--- config.mk ---
export PLATFORM = sky130hd
export DESIGN_NAME = countdown_timer
export DESIGN_NICKNAME = d
export VERILOG_FILES = /design/src/rtl/countdown_pkg.sv /design/src/rtl/countdown_timer_tick_gen.sv /design/src/rtl/countdown_timer.sv
export SDC_FILE = /design/constraint.sdc
export NUM_CORES = 1
export LEC_CHECK = 0
export BUFFER_PORTS_ARGS = -buffer_cell sky130_fd_sc_hd__buf_2
export CORE_MARGIN = 2
export CORE_UTILIZATION = 64
export DETAILED_ROUTE_END_ITERATION = 10
export GPL_TIMING_DRIVEN = 0
export MAX_ROUTING_LAYER = met4
export PLACE_DENSITY = 0.84
export SLEW_MARGIN = 0
export SYNTH_ARGS = -nofsm -noshare
export SYNTH_HDL_FRONTEND = slang
export SYNTH_SLANG_ARGS = --single-unit
--- constraint.sdc ---
create_clock -name clk -period 3.3 [get_ports clk]
set_input_delay 0.165 -clock clk [delete_from_list [all_inputs] [get_ports clk]]
set_output_delay 0.165 -clock clk [all_outputs]
set_load 0.02 [all_outputs]
--- src/rtl/countdown_pkg.sv ---
// Shared types and default constants for the countdown timer.
// Optional auto-reload is selected by COUNTDOWN_AUTO_RELOAD_EN in countdown_timer.sv.
package countdown_pkg;

    typedef enum logic [1:0] {
        IDLE   = 2'd0,
        RUN    = 2'd1,
        PAUSED = 2'd2,
        DONE   = 2'd3
    } state_t;

    localparam int DEFAULT_WIDTH    = 4;
    localparam int DEFAULT_TICK_DIV = 8388608;

endpackage

--- src/rtl/countdown_timer_tick_gen.sv ---
// Prescaler: one-cycle tick after every TICK_DIV enabled clk cycles.
// clr restarts the phase; holding en low freezes it.
module tick_gen
    import countdown_pkg::*;
#(
    parameter int TICK_DIV = DEFAULT_TICK_DIV
) (
    input  logic clk,
    input  logic rst,
    input  logic clr,
    input  logic en,
    output logic tick
);

    localparam int CW = (TICK_DIV > 2) ? $clog2(TICK_DIV) : 1;
    localparam logic [CW-1:0] LAST = CW'(TICK_DIV - 1);

    logic [CW-1:0] cnt_q, cnt_d;

    assign tick = en && (cnt_q == LAST);

    always_comb begin
        cnt_d = cnt_q;
        if (clr) begin
            cnt_d = '0;
        end else if (en) begin
            cnt_d = (cnt_q == LAST) ? '0 : cnt_q + CW'(1);
        end
    end

    always_ff @(posedge clk or negedge rst) begin
        if (!rst) begin
            cnt_q <= '0;
        end else begin
            cnt_q <= cnt_d;
        end
    end

endmodule

--- src/rtl/countdown_timer.sv ---
// Loadable countdown timer with pause and a one-cycle done pulse on reaching zero.
// Define COUNTDOWN_AUTO_RELOAD_EN to reload load_val on the tick after DONE.
module countdown_timer
    import countdown_pkg::*;
#(
    parameter int WIDTH    = DEFAULT_WIDTH,
    parameter int TICK_DIV = DEFAULT_TICK_DIV
) (
    input  logic             clk,
    input  logic             rst,
    input  logic             start,
    input  logic             pause,
    input  logic [WIDTH-1:0] load_val,
    output logic [WIDTH-1:0] count,
    output logic             busy,
    output logic             done
);

    state_t           state_q, state_d;
    logic [WIDTH-1:0] count_q, count_d;
    logic             busy_q, busy_d;
    logic             done_q, done_d;
    logic             tick;
    logic             presc_en;

`ifdef COUNTDOWN_AUTO_RELOAD_EN
    assign presc_en = ((state_q == RUN) && !pause) || (state_q == DONE);
`else
    assign presc_en = (state_q == RUN) && !pause;
`endif

    tick_gen #(
        .TICK_DIV(TICK_DIV)
    ) u_tick_gen (
        .clk (clk),
        .rst (rst),
        .clr (start),
        .en  (presc_en),
        .tick(tick)
    );

    // start overrides pause and tick in every state
    always_comb begin
        state_d = state_q;
        count_d = count_q;
        done_d  = 1'b0;
        if (start) begin
            if (load_val != '0) begin
                count_d = load_val;
                state_d = RUN;
            end else begin
                count_d = '0;
                state_d = DONE;
                done_d  = 1'b1;
            end
        end else begin
            case (state_q)
                RUN: begin
                    if (pause) begin
                        state_d = PAUSED;
                    end else if (tick) begin
                        if (count_q > WIDTH'(1)) begin
                            count_d = count_q - WIDTH'(1);
                        end else begin
                            count_d = '0;
                            state_d = DONE;
                            done_d  = 1'b1;
                        end
                    end
                end
                PAUSED: begin
                    if (!pause) begin
                        state_d = RUN;
                    end
                end
                DONE: begin
`ifdef COUNTDOWN_AUTO_RELOAD_EN
                    if (tick && (load_val != '0)) begin
                        count_d = load_val;
                        state_d = RUN;
                    end
`endif
                end
                default: begin
                end
            endcase
        end
        busy_d = (state_d == RUN) || (state_d == PAUSED);
    end

    always_ff @(posedge clk or negedge rst) begin
        if (!rst) begin
            state_q <= IDLE;
            count_q <= '0;
            busy_q  <= 1'b0;
            done_q  <= 1'b0;
        end else begin
            state_q <= state_d;
            count_q <= count_d;
            busy_q  <= busy_d;
            done_q  <= done_d;
        end
    end

    assign count = count_q;
    assign busy  = busy_q;
    assign done  = done_q;

endmodule

==> metrics.txt <==
# TYPE chip_impl_metric gauge
chip_impl_metric{name="floorplan.initialDensity",unit="%"} 66.9
chip_impl_metric{name="maximum_fanout_along_the_worst_path",unit=""} 10
chip_impl_metric{name="synth_edf_count",unit=""} 0
chip_impl_info{name="critPathLaunchType",value="flip-flop"} 1
chip_impl_metric{name="grt_start_max_net_pins",unit=""} 32
chip_impl_metric{name="timing_max_transition_violations_final",unit=""} 0
chip_impl_metric{name="grt_pass1_vias",unit=""} 1526
chip_impl_metric{name="fin_hold_ws",unit="ps"} 57.0
chip_impl_metric{name="cts.sink_count",unit=""} 31
chip_impl_info{name="tritoncts",value="yes"} 1
chip_impl_metric{name="postSynthAreaPerCell",unit="um^2"} 9.86
chip_impl_metric{name="dr_total_vias",unit=""} 1500
chip_impl_metric{name="post_route_cells_drive_above_1_share",unit="%"} 15.8
chip_impl_metric{name="top_ports",unit=""} 14
chip_impl_metric{name="final-setup-viol-count",unit=""} 0
chip_impl_metric{name="dieHeight",unit="um"} 57.7
chip_impl_metric{name="worstMarginPinSlew",unit="ps"} 684
chip_impl_metric{name="placeableCoreArea",unit="um^2"} 2760
chip_impl_metric{name="clk-insertion-delay-late",unit="ps"} 340
chip_impl_metric{name="drtIter0Drc",unit=""} 81
chip_impl_metric{name="global_route.overflow_total",unit=""} 0
chip_impl_metric{name="max_cap_violations",unit=""} 0
chip_impl_metric{name="rows",unit=""} 19
chip_impl_metric{name="worstPathArrival",unit="ps"} 2360
chip_impl_info{name="critical_path.endpoint_type",value="flip-flop"} 1
chip_impl_info{name="clockRootBuffer",value="clkbuf_4"} 1
chip_impl_metric{name="grt_pass1_wl",unit="um"} 6710
chip_impl_metric{name="clockBufferDepth",unit=""} 2
chip_impl_info{name="timing.critical_path.cells",value="inv_1, ha_1, nand2b_1, nor2_2, and3_1, buf_6, nor2_1, o31a_1"} 1
chip_impl_metric{name="finalSetupTns",unit="ps"} 0
chip_impl_metric{name="mappedNetlistNets",unit=""} 200
chip_impl_metric{name="power_leakage",unit="nW"} 0.943
chip_impl_metric{name="gpl.final_weighted_congestion",unit=""} 0.910
chip_impl_metric{name="vias_per_cell",unit=""} 6.25
chip_impl_metric{name="synth.distinct_cells",unit=""} 47
chip_impl_metric{name="final_antenna_net_count",unit=""} 0
chip_impl_metric{name="cts_inserted_buffers",unit=""} 5
chip_impl_metric{name="maxSlewHeadroom",unit="%"} 54.4
chip_impl_metric{name="postSynthRegisterBits",unit=""} 31
chip_impl_metric{name="die_x",unit="um"} 57.7
chip_impl_metric{name="path_clk_slew",unit="ps"} 100
chip_impl_metric{name="insertedDiodeCount",unit=""} 0
chip_impl_metric{name="remaining_drc_errors",unit=""} 0
chip_impl_info{name="worst_path_max_delay_cell",value="nor2_2"} 1
chip_impl_metric{name="dieArea",unit="um^2"} 3330
chip_impl_metric{name="finalHoldViolCount",unit=""} 0
chip_impl_metric{name="synthArstFlopShare",unit="%"} 100
chip_impl_info{name="synth_area_leader",value="dfrtp_1"} 1
chip_impl_metric{name="finish.net_count",unit=""} 221
chip_impl_info{name="yosysMostFrequentCell",value="dfrtp_1"} 1
chip_impl_metric{name="cts_h_tree_depth",unit=""} 2
chip_impl_metric{name="max_freq",unit="MHz"} 473
chip_impl_metric{name="worst-endpoint-required",unit="ps"} 3540
chip_impl_metric{name="critical-path-max-stage-delay",unit="ps"} 430
chip_impl_metric{name="synthesis.yosys.warnings",unit=""} 0
chip_impl_info{name="synth_top_cells_by_count",value="dfrtp_1 (31), nor2_1 (21), a21oi_1 (10), nand2_1 (10), nor3_1 (10)"} 1
chip_impl_metric{name="p_per_area",unit="nW/um^2"} 456
chip_impl_metric{name="firstDrtPassIters",unit=""} 4
chip_impl_metric{name="clock-skew-final",unit="ps"} 4.68
chip_impl_metric{name="syn-cell-area",unit="um^2"} 1840
chip_impl_metric{name="route.detailed.wl_per_inst",unit="um"} 16.3
chip_impl_metric{name="syn_inst",unit=""} 187
chip_impl_metric{name="synth.yosys.seq_area_share",unit="%"} 42.1
chip_impl_metric{name="final.period_utilization",unit="%"} 64.1
chip_impl_metric{name="dpl.hpwl",unit="um"} 2710
chip_impl_metric{name="placement.io_buffers",unit=""} 13
chip_impl_info{name="outcome",value="finished clean"} 1
chip_impl_info{name="ys.flop_type",value="dfrtp_1"} 1
chip_impl_metric{name="wl",unit="um"} 3910
chip_impl_metric{name="finalCriticalPeriod",unit="ps"} 2120
chip_impl_metric{name="vdd_ir_drop_max",unit="mV"} 0.486
chip_impl_metric{name="grt_antenna_before_repair",unit=""} 0
chip_impl_metric{name="post-synth-top-area-fraction",unit="%"} 42.1
chip_impl_info{name="crit_type",value="reg2reg"} 1
chip_impl_info{name="rsz0062_at_grt",value="no"} 1
chip_impl_info{name="worst_path_dominant_cell_family",value="simple AND/OR/NAND/NOR gates"} 1
chip_impl_metric{name="cp_num_buf_inv",unit=""} 2
chip_impl_metric{name="grt.total_usage",unit="%"} 27.7
chip_impl_info{name="hold_path.class",value="in2reg"} 1
chip_impl_info{name="netlist_top_cells_area",value="dfrtp_1 (42%), nand4_4 (4.6%), nor2_1 (4.3%), xor2_1 (3.8%), ha_1 (3.4%)"} 1
chip_impl_metric{name="layout_stage_area_growth_over_the_synthesis_result",unit="%"} 9.90
chip_impl_metric{name="num-fill-cells",unit=""} 200
worst paths after layout:
kind / to / start / depth (start not counted) / slack (ps)
min reg2reg: u_tick_gen.cnt_q[22]$_DFFE_PN0P_ / u_tick_gen.cnt_q[22]$_DFFE_PN0P_ / 2 / 550
min: count[2]$_DFFE_PN0P_ / load_val[2] / 2 / 60
max in group asynchronous: u_tick_gen.cnt_q[1]$_DFFE_PN0P_ / rst / 2 / 2470
min in group asynchronous: u_tick_gen.cnt_q[3]$_DFFE_PN0P_ / rst / 2 / 380
max: count[0]$_DFFE_PN0P_ / state_q[1]$_DFF_PN0_ / 8 / 1180
max reg2reg: count[0]$_DFFE_PN0P_ / state_q[1]$_DFF_PN0_ / 8 / 1180
layer usage:
layer,track usage (%),part of all wire (%),up-vias
met4,14.0,2.3,0
met2,42.4,49,30
met1,33.3,45,736
met3,8.04,3.9,9
met5,-,0,-
li1,-,-,725
cells by family after synthesis:
kind of cell / after synthesis / synth area share [%]
mux: 3 / 1.63
compound gates: 37 / 13.3
buf+inv: 14 / 3.46
xor+xnor: 13 / 6.17
flops: 31 / 42.1
fa+ha+maj: 5 / 3.39
simple gates: 84 / 30.0
placed cells by master, fill, tap and decap left out, types with 3 or more instances in the layout:
| cell | synthesis | final |
|---|---|---|
| ha_1 | 5 | 5 |
| mux2i_1 | 3 | 3 |
| nand4_1 | 4 | 4 |
| a22oi_1 | 3 | 3 |
| and4_1 | 3 | 3 |
| nor3_1 | 10 | 10 |
| dfrtp_1 | 31 | 31 |
| buf_2 | 0 | 13 |
| nand3_1 | 7 | 7 |
| o21ai_0 | 9 | 9 |
| clkbuf_1 | 4 | 5 |
| clkbuf_4 | 0 | 5 |
| xnor2_1 | 5 | 5 |
| nor2_1 | 21 | 21 |
| xor2_1 | 8 | 8 |
| nand4_4 | 4 | 4 |
| a21oi_1 | 10 | 10 |
| inv_1 | 7 | 7 |
| nand2_1 | 10 | 10 |
| and3_1 | 5 | 5 |
layout make-up:
| type | instances | area, um^2 | share of cell area [%] |
|---|---|---|---|
| plain buffers | 7 | 37.5 | 1.85 |
| well taps | 31 | 38.8 | 1.91 |
| repair buffers | 14 | 75.1 | 3.70 |
| multi-input cells | 142 | 1000 | 49.6 |
| flip-flops and latches | 31 | 776 | 38.3 |
| clock buffers | 8 | 68.8 | 3.40 |
| inverters | 7 | 26.3 | 1.30 |
stage by stage:
step	util [%]	cells	power [W]	worst slack, ps	area, um^2
final	73.5	240	0.000925	1180	2030
after global routing	73.5	240	0.000978	968	2030
after CTS	73.5	240	0.000926	1160	2030
after detailed placement	70.6	231	0.000670	1200	1950
after global placement	70.6	231	0.000657	1290	1950
after floorplan	-	187	0.000604	1460	1840
timing repair:
item | 4_1_cts | 5_1_grt
gates resized for setup | 0 | 0
hold buffers | 1 | 0
endpoints found under the setup margin | 0 | 0
buffers inserted | 0 | 0
hold endpoints to repair | 31 | 0
flip-flops by register name (all words and copies together), names as in the netlist:
register / cells
u_tick_gen.cnt_q: 23
count: 4
state_q: 2
busy: 1
done: 1
worst register-to-register path: stages, from the launching register on:
cell	delay (ps)
dfrtp_1	410
inv_1	90
ha_1	200
nand2b_1	160
nor2_2	430
and3_1	270
buf_6	150
nor2_1	50
o31a_1	260
report_power, final:
part	leakage, nW	internal [W]	switching [W]
Clock	0.0386	0.000125	0.000136
Sequential	0.417	0.000406	0.0000239
Combinational	0.488	0.0000872	0.000146
(Power assumes the default switching activity.)
